### src/rtl/bus_protocol_arbiter_if.sv
// Shared transfer bus between the arbiter (master) and the bus target (slave).
// Carries dValid/data from the master and dAck back from the target.
interface bus_protocol_arbiter_if #(
    parameter int unsigned DATA_W = 8
);
    logic              dValid;
    logic [DATA_W-1:0] data;
    logic              dAck;

    modport master (output dValid, output data, input dAck);
    modport slave  (input dValid, input data, output dAck);
endinterface

### src/rtl/bus_protocol_arbiter.sv
// Shares one dValid/dAck/data bus between NUM_REQ requesters with round-robin arbitration.
// Define BUS_ARB_FIXED_PRIO_EN for fixed lowest-index-wins priority instead.
module bus_protocol_arbiter #(
    parameter int unsigned NUM_REQ   = 4,
    parameter int unsigned DATA_W    = 8,
    parameter int unsigned MAX_VALID = 4
) (
    input  logic                        clk,
    input  logic                        reset,
    input  logic [NUM_REQ-1:0]          req,
    input  logic [NUM_REQ*DATA_W-1:0]   req_data,
    output logic [NUM_REQ-1:0]          gnt,
    output logic [NUM_REQ-1:0]          done,
    output logic [NUM_REQ-1:0]          err,
    output logic                        busy,
    bus_protocol_arbiter_if.master      bus
);

    localparam int unsigned IDX_W = (NUM_REQ > 1) ? $clog2(NUM_REQ) : 1;
    localparam int unsigned CNT_W = $clog2(MAX_VALID + 1);

    typedef enum logic {IDLE, XFER} state_t;

    state_t              state_q, state_d;
    logic [IDX_W-1:0]    rr_ptr_q, rr_ptr_d;
    logic [IDX_W-1:0]    win_q, win_d;
    logic [CNT_W-1:0]    vcnt_q, vcnt_d;
    logic [NUM_REQ-1:0]  gnt_q, gnt_d;
    logic [NUM_REQ-1:0]  done_q, done_d;
    logic [NUM_REQ-1:0]  err_q, err_d;
    logic                dvalid_q, dvalid_d;
    logic [DATA_W-1:0]   data_q, data_d;
    logic                busy_q, busy_d;

    logic [IDX_W-1:0]    win_c;
    logic [DATA_W-1:0]   win_data_c;

    // Winner selection among currently active requests
    always_comb begin
        win_c = '0;
`ifdef BUS_ARB_FIXED_PRIO_EN
        for (int k = NUM_REQ - 1; k >= 0; k--) begin
            if (req[IDX_W'(k)]) win_c = IDX_W'(k);
        end
`else
        for (int unsigned k = NUM_REQ; k >= 1; k--) begin
            int unsigned idx;
            idx = (32'(rr_ptr_q) + k) % NUM_REQ;
            if (req[IDX_W'(idx)]) win_c = IDX_W'(idx);
        end
`endif
        win_data_c = '0;
        for (int unsigned i = 0; i < NUM_REQ; i++) begin
            if (win_c == IDX_W'(i)) win_data_c = req_data[i*DATA_W +: DATA_W];
        end
    end

    // Next-state and output logic; dAck is ignored on the first dValid cycle
    always_comb begin
        state_d  = state_q;
        rr_ptr_d = rr_ptr_q;
        win_d    = win_q;
        vcnt_d   = vcnt_q;
        gnt_d    = gnt_q;
        dvalid_d = dvalid_q;
        data_d   = data_q;
        done_d   = '0;
        err_d    = '0;

        case (state_q)
            IDLE: begin
                if (|req) begin
                    gnt_d    = NUM_REQ'(1) << win_c;
                    data_d   = win_data_c;
                    dvalid_d = 1'b1;
                    vcnt_d   = CNT_W'(1);
                    rr_ptr_d = win_c;
                    win_d    = win_c;
                    state_d  = XFER;
                end
            end
            XFER: begin
                if (vcnt_q == CNT_W'(1)) begin
                    vcnt_d = CNT_W'(2);
                end else if (bus.dAck) begin
                    dvalid_d      = 1'b0;
                    gnt_d         = '0;
                    done_d[win_q] = 1'b1;
                    vcnt_d        = '0;
                    state_d       = IDLE;
                end else if (vcnt_q == CNT_W'(MAX_VALID)) begin
                    dvalid_d     = 1'b0;
                    gnt_d        = '0;
                    err_d[win_q] = 1'b1;
                    vcnt_d       = '0;
                    state_d      = IDLE;
                end else begin
                    vcnt_d = vcnt_q + CNT_W'(1);
                end
            end
            default: state_d = IDLE;
        endcase

        busy_d = (state_d == XFER);
    end

    always_ff @(posedge clk) begin
        if (reset) begin
            state_q  <= IDLE;
            rr_ptr_q <= IDX_W'(NUM_REQ - 1);
            win_q    <= '0;
            vcnt_q   <= '0;
            gnt_q    <= '0;
            done_q   <= '0;
            err_q    <= '0;
            dvalid_q <= 1'b0;
            data_q   <= '0;
            busy_q   <= 1'b0;
        end else begin
            state_q  <= state_d;
            rr_ptr_q <= rr_ptr_d;
            win_q    <= win_d;
            vcnt_q   <= vcnt_d;
            gnt_q    <= gnt_d;
            done_q   <= done_d;
            err_q    <= err_d;
            dvalid_q <= dvalid_d;
            data_q   <= data_d;
            busy_q   <= busy_d;
        end
    end

    assign gnt        = gnt_q;
    assign done       = done_q;
    assign err        = err_q;
    assign busy       = busy_q;
    assign bus.dValid = dvalid_q;
    assign bus.data   = data_q;

endmodule

### src/flat_wrapper.sv
// flat-port wrapper written by rule: the top's interface ports become plain ports
module bus_protocol_arbiter_flat 
#(
    parameter int unsigned NUM_REQ   = 4,
    parameter int unsigned DATA_W    = 8,
    parameter int unsigned MAX_VALID = 4
)
  (clk, reset, req, req_data, gnt, done, err, busy, bus_dValid, bus_data, bus_dAck);
  bus_protocol_arbiter_if #(.DATA_W(DATA_W)) bus_i ();
  input  logic clk;
  input  logic reset;
  input  logic [NUM_REQ-1:0] req;
  input  logic [NUM_REQ*DATA_W-1:0] req_data;
  output logic [NUM_REQ-1:0] gnt;
  output logic [NUM_REQ-1:0] done;
  output logic [NUM_REQ-1:0] err;
  output logic busy;
  output wire logic [$bits(bus_i.dValid)-1:0] bus_dValid;
  output wire logic [$bits(bus_i.data)-1:0] bus_data;
  input wire logic [$bits(bus_i.dAck)-1:0] bus_dAck;
  assign bus_dValid = bus_i.dValid;
  assign bus_data = bus_i.data;
  assign bus_i.dAck = bus_dAck;
  bus_protocol_arbiter #(.NUM_REQ(NUM_REQ), .DATA_W(DATA_W), .MAX_VALID(MAX_VALID)) u_core (.clk(clk), .reset(reset), .req(req), .req_data(req_data), .gnt(gnt), .done(done), .err(err), .busy(busy), .bus(bus_i));
endmodule
### config.mk
export PLATFORM = sky130hd
export DESIGN_NAME = bus_protocol_arbiter_flat
export DESIGN_NICKNAME = d
export VERILOG_FILES = /design/src/rtl/bus_protocol_arbiter_if.sv /design/src/rtl/bus_protocol_arbiter.sv /design/src/flat_wrapper.sv
export SDC_FILE = /design/constraint.sdc
export NUM_CORES = 1
export LEC_CHECK = 0
export BUFFER_PORTS_ARGS = -buffer_cell sky130_fd_sc_hd__buf_2
export CAP_MARGIN = 20
export CORE_MARGIN = 3
export CORE_UTILIZATION = 37
export DETAILED_ROUTE_END_ITERATION = 7
export GPL_TIMING_DRIVEN = 0
export PLACE_DENSITY_LB_ADDON = 0.15
export SYNTH_ARGS = -nofsm -noshare
export SYNTH_HDL_FRONTEND = slang
export SYNTH_SLANG_ARGS = --single-unit
export TNS_END_PERCENT = 1
### constraint.sdc
create_clock -name clk -period 2.7 [get_ports clk]
set_input_delay 0.81 -clock clk [delete_from_list [all_inputs] [get_ports clk]]
set_output_delay 0.81 -clock clk [all_outputs]
set_load 0.05 [all_outputs]
# Word-level counts from Yosys, hierarchy flattened
# Cells that the tools add are included.
# Widths: inputs -> output; s select.
# op_classes
add_sub_neg	5
n_mul	0
div_mod_pow	0
magnitude_cmp	6
eq_ne	8
shifts	1
muxes	38
n_bitwise	3
reduce_logical	7
# op_table
cell	count
$mux 8	4
$mux 4	4
$lt 2x3->1 const B	5
$mux 1	13
$mux 3	4
$bmux 1 s2	4
$mux 2	4
$pmux 4 s2	1
$reduce_or 4->1	2
$pmux 3 s2	1
$reduce_or 5->1	1
$add 2x1->2 const B	2
$add 2x2->2 const B	2
$eq 2x2->1 const B	2
$pmux 1 s2	2
$shl 1x2->4 const A	1
$add 3x1->3 const B	1
$eq 3x1->1 const B	1
$eq 3x3->1 const B	1
$ne 3x3->1 const B	1
$not 1->1	3
$reduce_and 3->1	1
$demux 1 s2	1
$eq 2x1->1 const B	1
other kinds (6)	6
# totals
regBits	29
latch_bits	0
ram_bits	0
rom_bits	0
inputBits	39
out_inout_bits	22
memories	0

# Logic depth before layout (Yosys ltp)
# Gate-level depths: netlist of run 1.
# depth
word_depth	12
mapped_depth	7
mapped_depth_nobuf	7

# Least setup slack after synthesis of run 1
# Ideal clock, no wire load.
# synth_timing
path_kind	in2reg
from	input port req[1]
to	register u_core.data_q[0], in the netlist u_core.bus.data[0]
setup_time_ns	0.133
arrival_time_ns	1.767
slack_ns	0.800
stages	6
path_buffers	1
path_cell_list	nor2b_1 a21oi_1 o221a_2 buf_2 mux2i_1 o221ai_1
# synth_via
elab_chain_len	11
word_cells_on_any_way	22
# synth_rtl
element	line	source
start: declaration	flat_wrapper.sv:12	input logic [NUM_REQ-1:0] req;
$bmux 1 s2	bus_protocol_arbiter.sv:49	if (req[IDX_W'(idx)]) win_c = IDX_W'(idx);
$mux 1 (implied by the code)	bus_protocol_arbiter.sv:49	
$mux 2 (4 in a row)	bus_protocol_arbiter.sv:49	
$logic_not 2->1	bus_protocol_arbiter.sv:54	if (win_c == IDX_W'(i)) win_data_c = req_data[i*DATA_W +: DATA_W];
$mux 8 (4 in a row)	bus_protocol_arbiter.sv:54	
end signal: assignment	bus_protocol_arbiter.sv:128	data_q <= data_d;
end: declaration	bus_protocol_arbiter.sv:32	logic [DATA_W-1:0] data_q, data_d;
# Several ways; a longest one is shown, not always the timed one. The select of a mux whose other input is x is not followed.
# A chain may end at the register's enable or synchronous reset.

# Worst setup path in the final report of run 1
# layout_timing
from	input port req[3]
to	register u_core.data_q[5], in the netlist u_core.bus.data[5]
# Same word-level chain as after synthesis.

==> results.sh, run 1 <==
export IMPL_initial_core_util=0.3959
export IMPL_synth_simple_area_share=0.2241
export IMPL_power_leakage_nw=0.8841
export IMPL_netlist_area_um2=1363
export IMPL_hold_violations=0
export IMPL_io_pins=61
export IMPL_grt_use_total=0.1551
export IMPL_path_delay_family="simple AND/OR/NAND/NOR gates"
export IMPL_arrival_ps=2140
export IMPL_drc=0
export IMPL_end_kind="flop"
export IMPL_vdd_drop_max_uv=223.8
export IMPL_yosysWarnings=0
export IMPL_synthMuxAreaShare=0.1249
export IMPL_start_kind="input pin"
export IMPL_async_flop_share=0
export IMPL_drtIter0Drc=44
export IMPL_crit_path_frequent_cell="buf_2"
export IMPL_cts_buffers=5
export IMPL_hold_path_class="flop to flop"
export IMPL_cts_tree="built"
export IMPL_clock_skew_ps=3.554
export IMPL_tns_ps=0
export IMPL_final_common_cell="buf_2"
export IMPL_synth_cells=145
export IMPL_synth_avg_cell_area_um2=9.397
export IMPL_routedWlPerCell_um=12.77
export IMPL_synth_xor_area_share=0
export IMPL_yosysUniqueCellTypes=35
export IMPL_instances_no_fill=258
export IMPL_final_layout_size_suffix_gt1_frac=0.3585
export IMPL_fin_crit_sh=0.7380
export IMPL_path_clk_slew_ps=60
export IMPL_p_per_area_nw_per_um2=648.5
export IMPL_critical_path_class="input pin to flop"
export IMPL_layout_nets=254
export IMPL_dp_cells=251
export IMPL_grt_pass1_vias=1194
export IMPL_antennaDiodeCount=0
export IMPL_insertion_delay_ps=280
export IMPL_cts_resized=0
export IMPL_worst_pin_slew_ps=507.7
export IMPL_synth_top_area_frac=0.4261
export IMPL_syn_to_final_growth_pct=32.60
export IMPL_grt_max_degree=11
export IMPL_avgViaCountPerCell=5.047
export IMPL_slowest_delay_ps=480
export IMPL_clock_fmax_mhz=501.9
export IMPL_hold_ws_ps=453.0
export IMPL_drv_cap=0
export IMPL_fp_dieH_um=66.69
export IMPL_path_max_fanout=8
export IMPL_yosysTopAreaCell="dfxtp_1"
export IMPL_cts_sinks=29
export IMPL_die_area_um2=4447
export IMPL_post_cts_repair_setup_buffers=0
export IMPL_vias=1302
export IMPL_synth_main_ff_cell="dfxtp_1"
export IMPL_required_ps=2850
export IMPL_critPathSlowestCell="nor4_1"
export IMPL_syn_nets=187
export IMPL_worst_path_buf_inv=2
export IMPL_core_um2=3442
export IMPL_crit_path_cell_trace="buf_2 -> nor4_1 -> or2_0 -> buf_2 -> nor2_1 -> nand2_1 -> o221ai_1"
export IMPL_ant_nets=0
export IMPL_synth_compound_area_frac=0.1552
export IMPL_io_buffer_count=60
export IMPL_drv_slew=0
export IMPL_synthAdderAreaFrac=0.02755
export IMPL_cts_root_buf="clkbuf_8"
export IMPL_ys_ff_latch=29
export IMPL_period_needed_ps=1993
export IMPL_rsz0062_at_grt="false"
export IMPL_cts_path_max_buffers=2
export IMPL_gp_congestion=0.7445
export IMPL_synth_top_family_by_area="simple AND/OR/NAND/NOR gates"
export IMPL_cts_htree_levels=2
export IMPL_dp_hpwl_um=2539
export IMPL_cts_hold_buf=0
export IMPL_final_cell_mix="buf_2 (64), dfxtp_1 (29), nor2_1 (18), mux2i_1 (17), nand3b_1 (9)"
export IMPL_synth_edf_count=0
export IMPL_synthTopCellsByArea="dfxtp_1 (43%), mux2i_1 (12%), o221ai_1 (5.1%), nand3b_1 (5.0%), nor2_1 (5.0%)"
export IMPL_grt_pass1_wl_um=5237
export IMPL_core_rowCount=21
export IMPL_wl_um=3294
export IMPL_die_w_um=66.69
export IMPL_dr_pass1_iters=5
export IMPL_yosysSeqAreaShare=0.4261
export IMPL_slew_headroom=0.6584
export IMPL_status="complete, no violations"
export IMPL_final_core_util=0.5249
export IMPL_setup_viol=0
export IMPL_overflow=0
export IMPL_antenna_found_initial=0
==> metal layers <==
| layer | up-vias | track usage | part of all wire |
|---|---|---|---|
| met1 | 604 | 0.1897 | 0.44 |
| met3 | 5 | 0.03710 | 0.052 |
| met4 | 0 | 0.08376 | 0.020 |
| met2 | 35 | 0.2488 | 0.49 |
| li1 | 658 | - | - |
| met5 | - | 0 | 0 |
==> stage by stage <==
step / setup WS (ps) / cell area (um^2) / power (mW)
3_3_place_gp: 456.5 / 1720 / 0.8215
4_1_cts: 715.3 / 1807 / 1.186
6_report: 707.4 / 1807 / 1.172
5_1_grt: 614.4 / 1807 / 1.233
2_1_floorplan: 799.9 / 1363 / 0.7392
3_5_place_dp: 421.4 / 1720 / 0.8300
==> cell usage after synthesis (all sizes together), types with 2 or more instances <==
cell / instances
nand2b: 4
inv: 3
o221ai: 8
ha: 3
a21oi: 8
nand3b: 9
nor3: 3
a22oi: 2
nor2: 18
o21ai: 3
or2: 2
clkbuf: 2
nor2b: 5
mux2i: 17
nand2: 8
dfxtp: 29
buf: 6
==> final timing paths <==
check / startpoint / to / slack (ps) / cells after the start
max: req[3] / u_core.bus.data[5] / 710 / 7
min: u_core.gnt[3] / u_core.gnt[3] / 450 / 2
max reg2reg: u_core.rr_ptr_q[1] / u_core.bus.data[7] / 1060 / 6
min reg2reg: u_core.gnt[3] / u_core.gnt[3] / 450 / 2
==> worst register-to-register path, cell delays in order, from the launching register on <==
cell	delay, ps
dfxtp_1	440
nand2_1	80
a21oi_1	140
o221a_2	230
buf_2	260
mux2i_1	230
o221ai_1	130
==> cell families after synthesis <==
| kind of cell | Yosys count |
|---|---|
| flops | 29 |
| simple gates | 56 |
| compound gates | 29 |
| fa+ha+maj | 3 |
| mux | 17 |
| buf+inv | 11 |
==> area by class of cell <==
class / instances / area (um^2)
Tap cell: 46 / 57.56
Timing Repair Buffer: 60 / 300.3
Inverter: 3 / 11.26
Multi-Input combinational cell: 105 / 724.4
Sequential cell: 29 / 580.6
Clock buffer: 7 / 86.33
Fill cell: 318 / 1635
Buffer: 8 / 46.29
==> report_power, final <==
part	internal [mW]	switching, mW	leakage [nW]
clock network	0.202	0.150	0.0443
logic	0.120	0.208	0.602
registers	0.465	0.0267	0.238
==> sequential cells by signal, summed over array words and instances (netlist names) <==
register	flops
u_core.bus.data	8
u_core.done	4
u_core.rr_ptr_q	2
u_core.bus.dValid	1
u_core.gnt	4
u_core.err	4
u_core.busy	1
u_core.vcnt_q	3
u_core.win_q	2
Note: power is estimated with default switching activity, not from simulation.
==> inputs of run 2 (changes only) <==
Settings changed: ABC_AREA set to 1.
Clock period 2.7 ns to 1.6 ns, I/O delays scaled along.
==> run 2 against run 1 <==
Against the previous run: clock power grew 88%; critical path type is now flop to flop; the run now ends with setup timing left; non-clock buffer count grew 9; total power grew to 3.2 times the previous value; largest cell class unchanged; highest routed layer unchanged; die area grew 19%.
==> results.sh, run 2 <==
export IMPL_tns_ps=-549.7
export IMPL_drv_slew=0
export IMPL_syn_nets=269
export IMPL_slew_headroom=0.6614
export IMPL_wl_um=4263
export IMPL_power_leakage_nw=1.146
export IMPL_wl_met2_um=2008
export IMPL_yosysUniqueCellTypes=28
export IMPL_worst_slack_ps=-95.41
export IMPL_dp_cells=336
export IMPL_drv_cap=0
export IMPL_grt_pass1_vias=1593
export IMPL_fp_dieH_um=72.81
export IMPL_syn_to_final_growth_pct=40.98
export IMPL_async_flop_share=0
export IMPL_design_area_um2=2328
export IMPL_final_common_cell="buf_2"
export IMPL_top_layer_used="met4"
export IMPL_largest_register_ffs=8
export IMPL_wl_met1_um=1854
export IMPL_synth_common_cells="nand2_1 (60), dfxtp_1 (29), inv_1 (21), a21oi_1 (13), nand2_2 (13)"
export IMPL_wl_met3_um=337
export IMPL_drtIter0Drc=55
export IMPL_drc=0
export IMPL_path_max_fanout=8
export IMPL_worst_pin_slew_ps=507.9
export IMPL_clock_fmax_mhz=589.8
export IMPL_path_clk_slew_ps=60
export IMPL_antennaDiodeCount=0
export IMPL_yosysTopAreaCell="dfxtp_1"
export IMPL_nFillCells=421
export IMPL_yosysSeqAreaShare=0.3515
export IMPL_cts_htree_levels=2
export IMPL_vias=1658
export IMPL_synth_cells=227
export IMPL_insertion_delay_ps=280
export IMPL_hold_path_class="flop to flop"
export IMPL_synth_main_ff_cell="dfxtp_1"
export IMPL_hold_violations=0
export IMPL_io_pins=61
export IMPL_required_ps=1750
export IMPL_core_rowCount=23
export IMPL_grt_use_total=0.1745
export IMPL_rsz0062_at_grt="true"
export IMPL_critical_path_class="flop to flop"
export IMPL_gp_congestion=0.8334
export IMPL_overflow=0
export IMPL_ant_nets=0
export IMPL_netlist_area_um2=1652
export IMPL_layout_nets=346
export IMPL_dr_pass1_iters=4
export IMPL_synth_top_area_frac=0.3515
export IMPL_cts_path_max_buffers=2
export IMPL_fin_crit_sh=1.060
export IMPL_avgViaCountPerCell=4.670
export IMPL_grt_pass1_wl_um=7113
export IMPL_initial_core_util=0.3986
export IMPL_io_buffer_count=59
export IMPL_arrival_ps=1850
export IMPL_routedWlPerCell_um=12.01
export IMPL_cts_root_buf="clkbuf_8"
export IMPL_clock_skew_ps=4.810
export IMPL_p_per_area_nw_per_um2=1603
export IMPL_yosysWarnings=0
export IMPL_grt_max_degree=11
export IMPL_antenna_found_initial=0
export IMPL_vdd_drop_max_uv=815.1
export IMPL_placed_cell_area_um2=2011
export IMPL_final_cell_mix="buf_2 (59), nand2_1 (52), dfxtp_1 (26), inv_1 (21), nand2_2 (20)"
export IMPL_synth_avg_cell_area_um2=7.276
export IMPL_yosysMostFrequentCell="nand2_1"
export IMPL_setup_viol=12
export IMPL_end_kind="flop"
export IMPL_synthTopCellsByArea="dfxtp_1 (35%), nand2_1 (14%), nand2_2 (4.9%), inv_1 (4.8%), a21oi_1 (3.9%)"
export IMPL_dp_hpwl_um=3166
export IMPL_start_kind="flop"
export IMPL_reg2reg_depth=14
export IMPL_die_w_um=72.81
export IMPL_whs_path_depth=2
export IMPL_preCtsSetupSlack_ps=-287.6
export IMPL_final_layout_size_suffix_gt1_frac=0.4492
export IMPL_cts_buffers=5
export IMPL_period_needed_ps=1695
export IMPL_violations="setup timing"
export IMPL_synth_edf_count=0
export IMPL_status="finished, violations left"
export IMPL_instances_no_fill=355
export IMPL_cts_tree="built"
export IMPL_core_um2=4144
export IMPL_cts_sinks=29
export IMPL_die_area_um2=5301
export IMPL_ys_ff_latch=29
==> run 2: cell types whose count changed after synthesis, sizes merged, moves of 4 or more <==
cell    before  now
nor2        18   12
inv          3   26
o21ai        3   15
nand2        8   77
nand2b       4    0
mux2i       17    0
nand3        0   18
nand3b       9    0
o221ai       8    0
a21oi        8   19
nand4        0    9
nor3         3    9
nor2b        5    0
==> run 2: final timing paths <==
path / slack [ps] / startpoint / end
hold reg to reg: 460 / u_core.bus.dValid / u_core.bus.dValid
setup reg to reg: -100 / u_core.rr_ptr_q[0] / u_core.bus.data[0]
setup / recovery: -100 / u_core.rr_ptr_q[0] / u_core.bus.data[0]
hold / removal: 460 / u_core.bus.dValid / u_core.bus.dValid
==> run 2: final cells by class <==
class	instances	area, um^2	share of cell area
plain buffers	6	46.29	0.01988
clock buffers	7	96.34	0.04138
clock inverters	1	5.005	0.002149
inverters	26	107.6	0.04621
multi-input cells	165	985.9	0.4234
flip-flops and latches	29	586.8	0.2520
well taps	50	62.56	0.02687
repair buffers	71	437.9	0.1881
==> run 2: per-stage QoR <==
step	power, mW	hold WS, ps	util
floorplan	2.312	455.7	-
global placement	2.659	452.8	0.4852
detailed placement	2.675	453.3	0.4852
CTS	3.671	463.1	0.5486
global route	3.983	487.2	0.5619
finish	3.732	460.2	0.5619
==> run 2: what timing repair did <==
item | in CTS | in global routing
endpoints found under the setup margin | 9 | 19
gates cloned | 2 | 0
setup buffers | 7 | 3
resized for setup | 18 | 12
pin swaps | 11 | 11
hold buffers | 0 | 0
==> run 2: cell families (layout without fill, tap and decap cells) <==
group                      after synthesis  count (layout)  synth area share
AOI/OAI and AO/OA                       36              36            0.1280
adders and majority gates                3               3           0.02273
buffers and inverters                   33             111           0.09545
DFF                                     29              29            0.3515
and+or+nand+nor                        126             126            0.4023
==> run 2: layer usage <==
layer,global-route usage,vias up
li1,-,899
met1,0.2101,698
met2,0.2846,53
met3,0.06336,8
met4,0.06352,0
met5,0,-
==> run 2: worst max-delay path, stage by stage, from the launching register on <==
cell and delay [ps]:
dfxtp_4 400, inv_8 90, nand2_2 50, nand2_2 80
nand2_2 70, nand2_2 60, nand3_2 60, nand2_2 90
nand2_4 80, buf_12 130, buf_16 120, nand3_2 60
nand4_1 110, nand2_1 110, a21oi_2 60
==> run 2: power breakdown <==
part | leakage [nW] | internal (mW) | switching (mW)
Clock | 0.0542 | 0.388 | 0.273
Combinational | 0.854 | 0.841 | 1.29
Sequential | 0.238 | 0.846 | 0.0970
Total | 1.15 | 2.08 | 1.66
==> inputs of run 3 (changes only) <==
Clock period 1.6 ns to 1.7 ns, I/O delays scaled along.
==> run 3 against run 2 <==
Against the previous run: register-to-register slack better by 40 ps; total power is 10% lower; flip-flop and latch count stayed put; wire length is 0.16% higher; via count is 3.1% higher; largest power group unchanged; the run still ends with setup timing left.
==> results.sh, run 3 (synthesis gave the netlist of run 2 again) <==
export IMPL_syn_to_final_growth_pct=38.11
export IMPL_critical_path_class="flop to flop"
export IMPL_fin_crit_sh=1.033
export IMPL_drc=0
export IMPL_largest_register_ffs=8
export IMPL_gp_congestion=0.8492
export IMPL_overflow=0
export IMPL_routedWlPerCell_um=11.99
export IMPL_rsz0062_at_grt="true"
export IMPL_die_w_um=72.81
export IMPL_drtIter0Drc=76
export IMPL_cts_sinks=29
export IMPL_antennaDiodeCount=0
export IMPL_antenna_found_initial=0
export IMPL_status="finished, violations left"
export IMPL_grt_max_degree=11
export IMPL_dr_pass1_iters=4
export IMPL_final_layout_size_suffix_gt1_frac=0.4281
export IMPL_grt_pass1_vias=1637
export IMPL_die_area_um2=5301
export IMPL_hold_path_class="flop to flop"
export IMPL_vdd_drop_max_uv=802.6
export IMPL_worst_slack_ps=-56.45
export IMPL_arrival_ps=1910
export IMPL_clock_skew_ps=3.742
export IMPL_core_rowCount=23
export IMPL_cts_root_buf="clkbuf_8"
export IMPL_drv_slew=0
export IMPL_start_kind="flop"
export IMPL_placed_cell_area_um2=2009
export IMPL_initial_core_util=0.3986
export IMPL_grt_use_total=0.1730
export IMPL_vias=1709
export IMPL_clock_fmax_mhz=569.3
export IMPL_required_ps=1860
export IMPL_cts_htree_levels=2
export IMPL_cts_buffers=5
export IMPL_end_kind="flop"
export IMPL_hold_ws_ps=460.8
export IMPL_path_clk_slew_ps=60
export IMPL_final_cell_mix="buf_2 (59), nand2_1 (55), dfxtp_1 (27), inv_1 (21), nand2_2 (15)"
export IMPL_wl_um=4270
export IMPL_insertion_delay_ps=280
export IMPL_worst_pin_slew_ps=518.4
export IMPL_setup_viol=8
export IMPL_slew_headroom=0.6544
export IMPL_grt_pass1_wl_um=7134
export IMPL_cts_tree="built"
export IMPL_drv_cap=0
export IMPL_p_per_area_nw_per_um2=1469
export IMPL_path_max_fanout=8
export IMPL_violations="setup timing"
export IMPL_design_area_um2=2281
export IMPL_fp_dieH_um=72.81
export IMPL_layout_nets=347
export IMPL_dp_hpwl_um=3158
export IMPL_hold_violations=0
export IMPL_io_pins=61
export IMPL_avgViaCountPerCell=4.801
export IMPL_io_buffer_count=59
export IMPL_power_leakage_nw=1.139
export IMPL_cts_path_max_buffers=2
export IMPL_ant_nets=0
export IMPL_nFillCells=450
export IMPL_core_um2=4144
export IMPL_final_common_cell="buf_2"
export IMPL_period_needed_ps=1756
## run 3: cell count changes in the layout (fill, tap and decap cells not counted), sizes merged
cell	delta
clkbuf	-1
inv	-1
clkinv	+2
buf	+1
## run 3: repair_timing
| item | in CTS | in global routing |
|---|---|---|
| gates resized for setup | 10 | 14 |
| pin swaps | 8 | 17 |
| hold buffers | 0 | 0 |
| setup endpoints to repair | 8 | 17 |
| gates cloned | 1 | 0 |
| buffers inserted | 5 | 6 |
| endpoints found under the hold margin | 0 | 0 |
## run 3: final timing paths
path | endpoint | from | cells past startpoint | slack (ps)
worst max-delay path | u_core.bus.data[6] | u_core.rr_ptr_q[0] | 14 | -60
worst min-delay path | u_core.bus.dValid | u_core.bus.dValid | 2 | 460
worst max register to register | u_core.bus.data[6] | u_core.rr_ptr_q[0] | 14 | -60
worst min register to register | u_core.bus.dValid | u_core.bus.dValid | 2 | 460
## run 3: report_power, final
group	total, mW	switching [mW]	internal (mW)
registers	0.869	0.0748	0.794
clock network	0.552	0.269	0.283
logic	1.93	1.21	0.723
## run 3: layout make-up
cell class | count | area [um^2] | area share
buffer | 7 | 61.31 | 0.02688
clock buffer | 6 | 72.57 | 0.03182
clock inverter | 2 | 10.01 | 0.004388
inverter | 26 | 112.6 | 0.04937
multi-input combinational | 165 | 973.4 | 0.4268
sequential | 29 | 583.1 | 0.2556
tap | 50 | 62.56 | 0.02743
timing repair buffer | 71 | 405.4 | 0.1777
## run 3: through the flow
stage | total power [mW] | setup TNS (ps) | util | setup slack (ps) | cells
global placement | 2.505 | -2211 | 0.4849 | -211.5 | 336
global route | 3.570 | -1738 | 0.5504 | -194.3 | 356
CTS | 3.251 | -158.1 | 0.5275 | -49.39 | 350
finish | 3.352 | -221.5 | 0.5504 | -56.45 | 356
detailed placement | 2.517 | -2400 | 0.4849 | -236.0 | 336
floorplan | 2.175 | 0 | - | 55.43 | 227
## run 3: worst max-delay path, cell delays in order (launching register included)
cell	delay [ps]
dfxtp_2	330
buf_8	150
clkinv_8	80
nand2_2	60
nand2_2	60
nand2_2	80
nand3_1	70
nand2_1	80
nand2_2	100
buf_8	160
buf_4	130
nand4_1	60
nand4_1	110
nand2_1	100
a21oi_2	50
## run 3: layer usage
metal / track usage / up-vias / wire [um]
met5: 0 / - / 0
met4: 0.07377 / 0 / 63
met3: 0.05510 / 7 / 344
met2: 0.2846 / 57 / 2029
met1: 0.2066 / 747 / 1833
li1: - / 898 / -
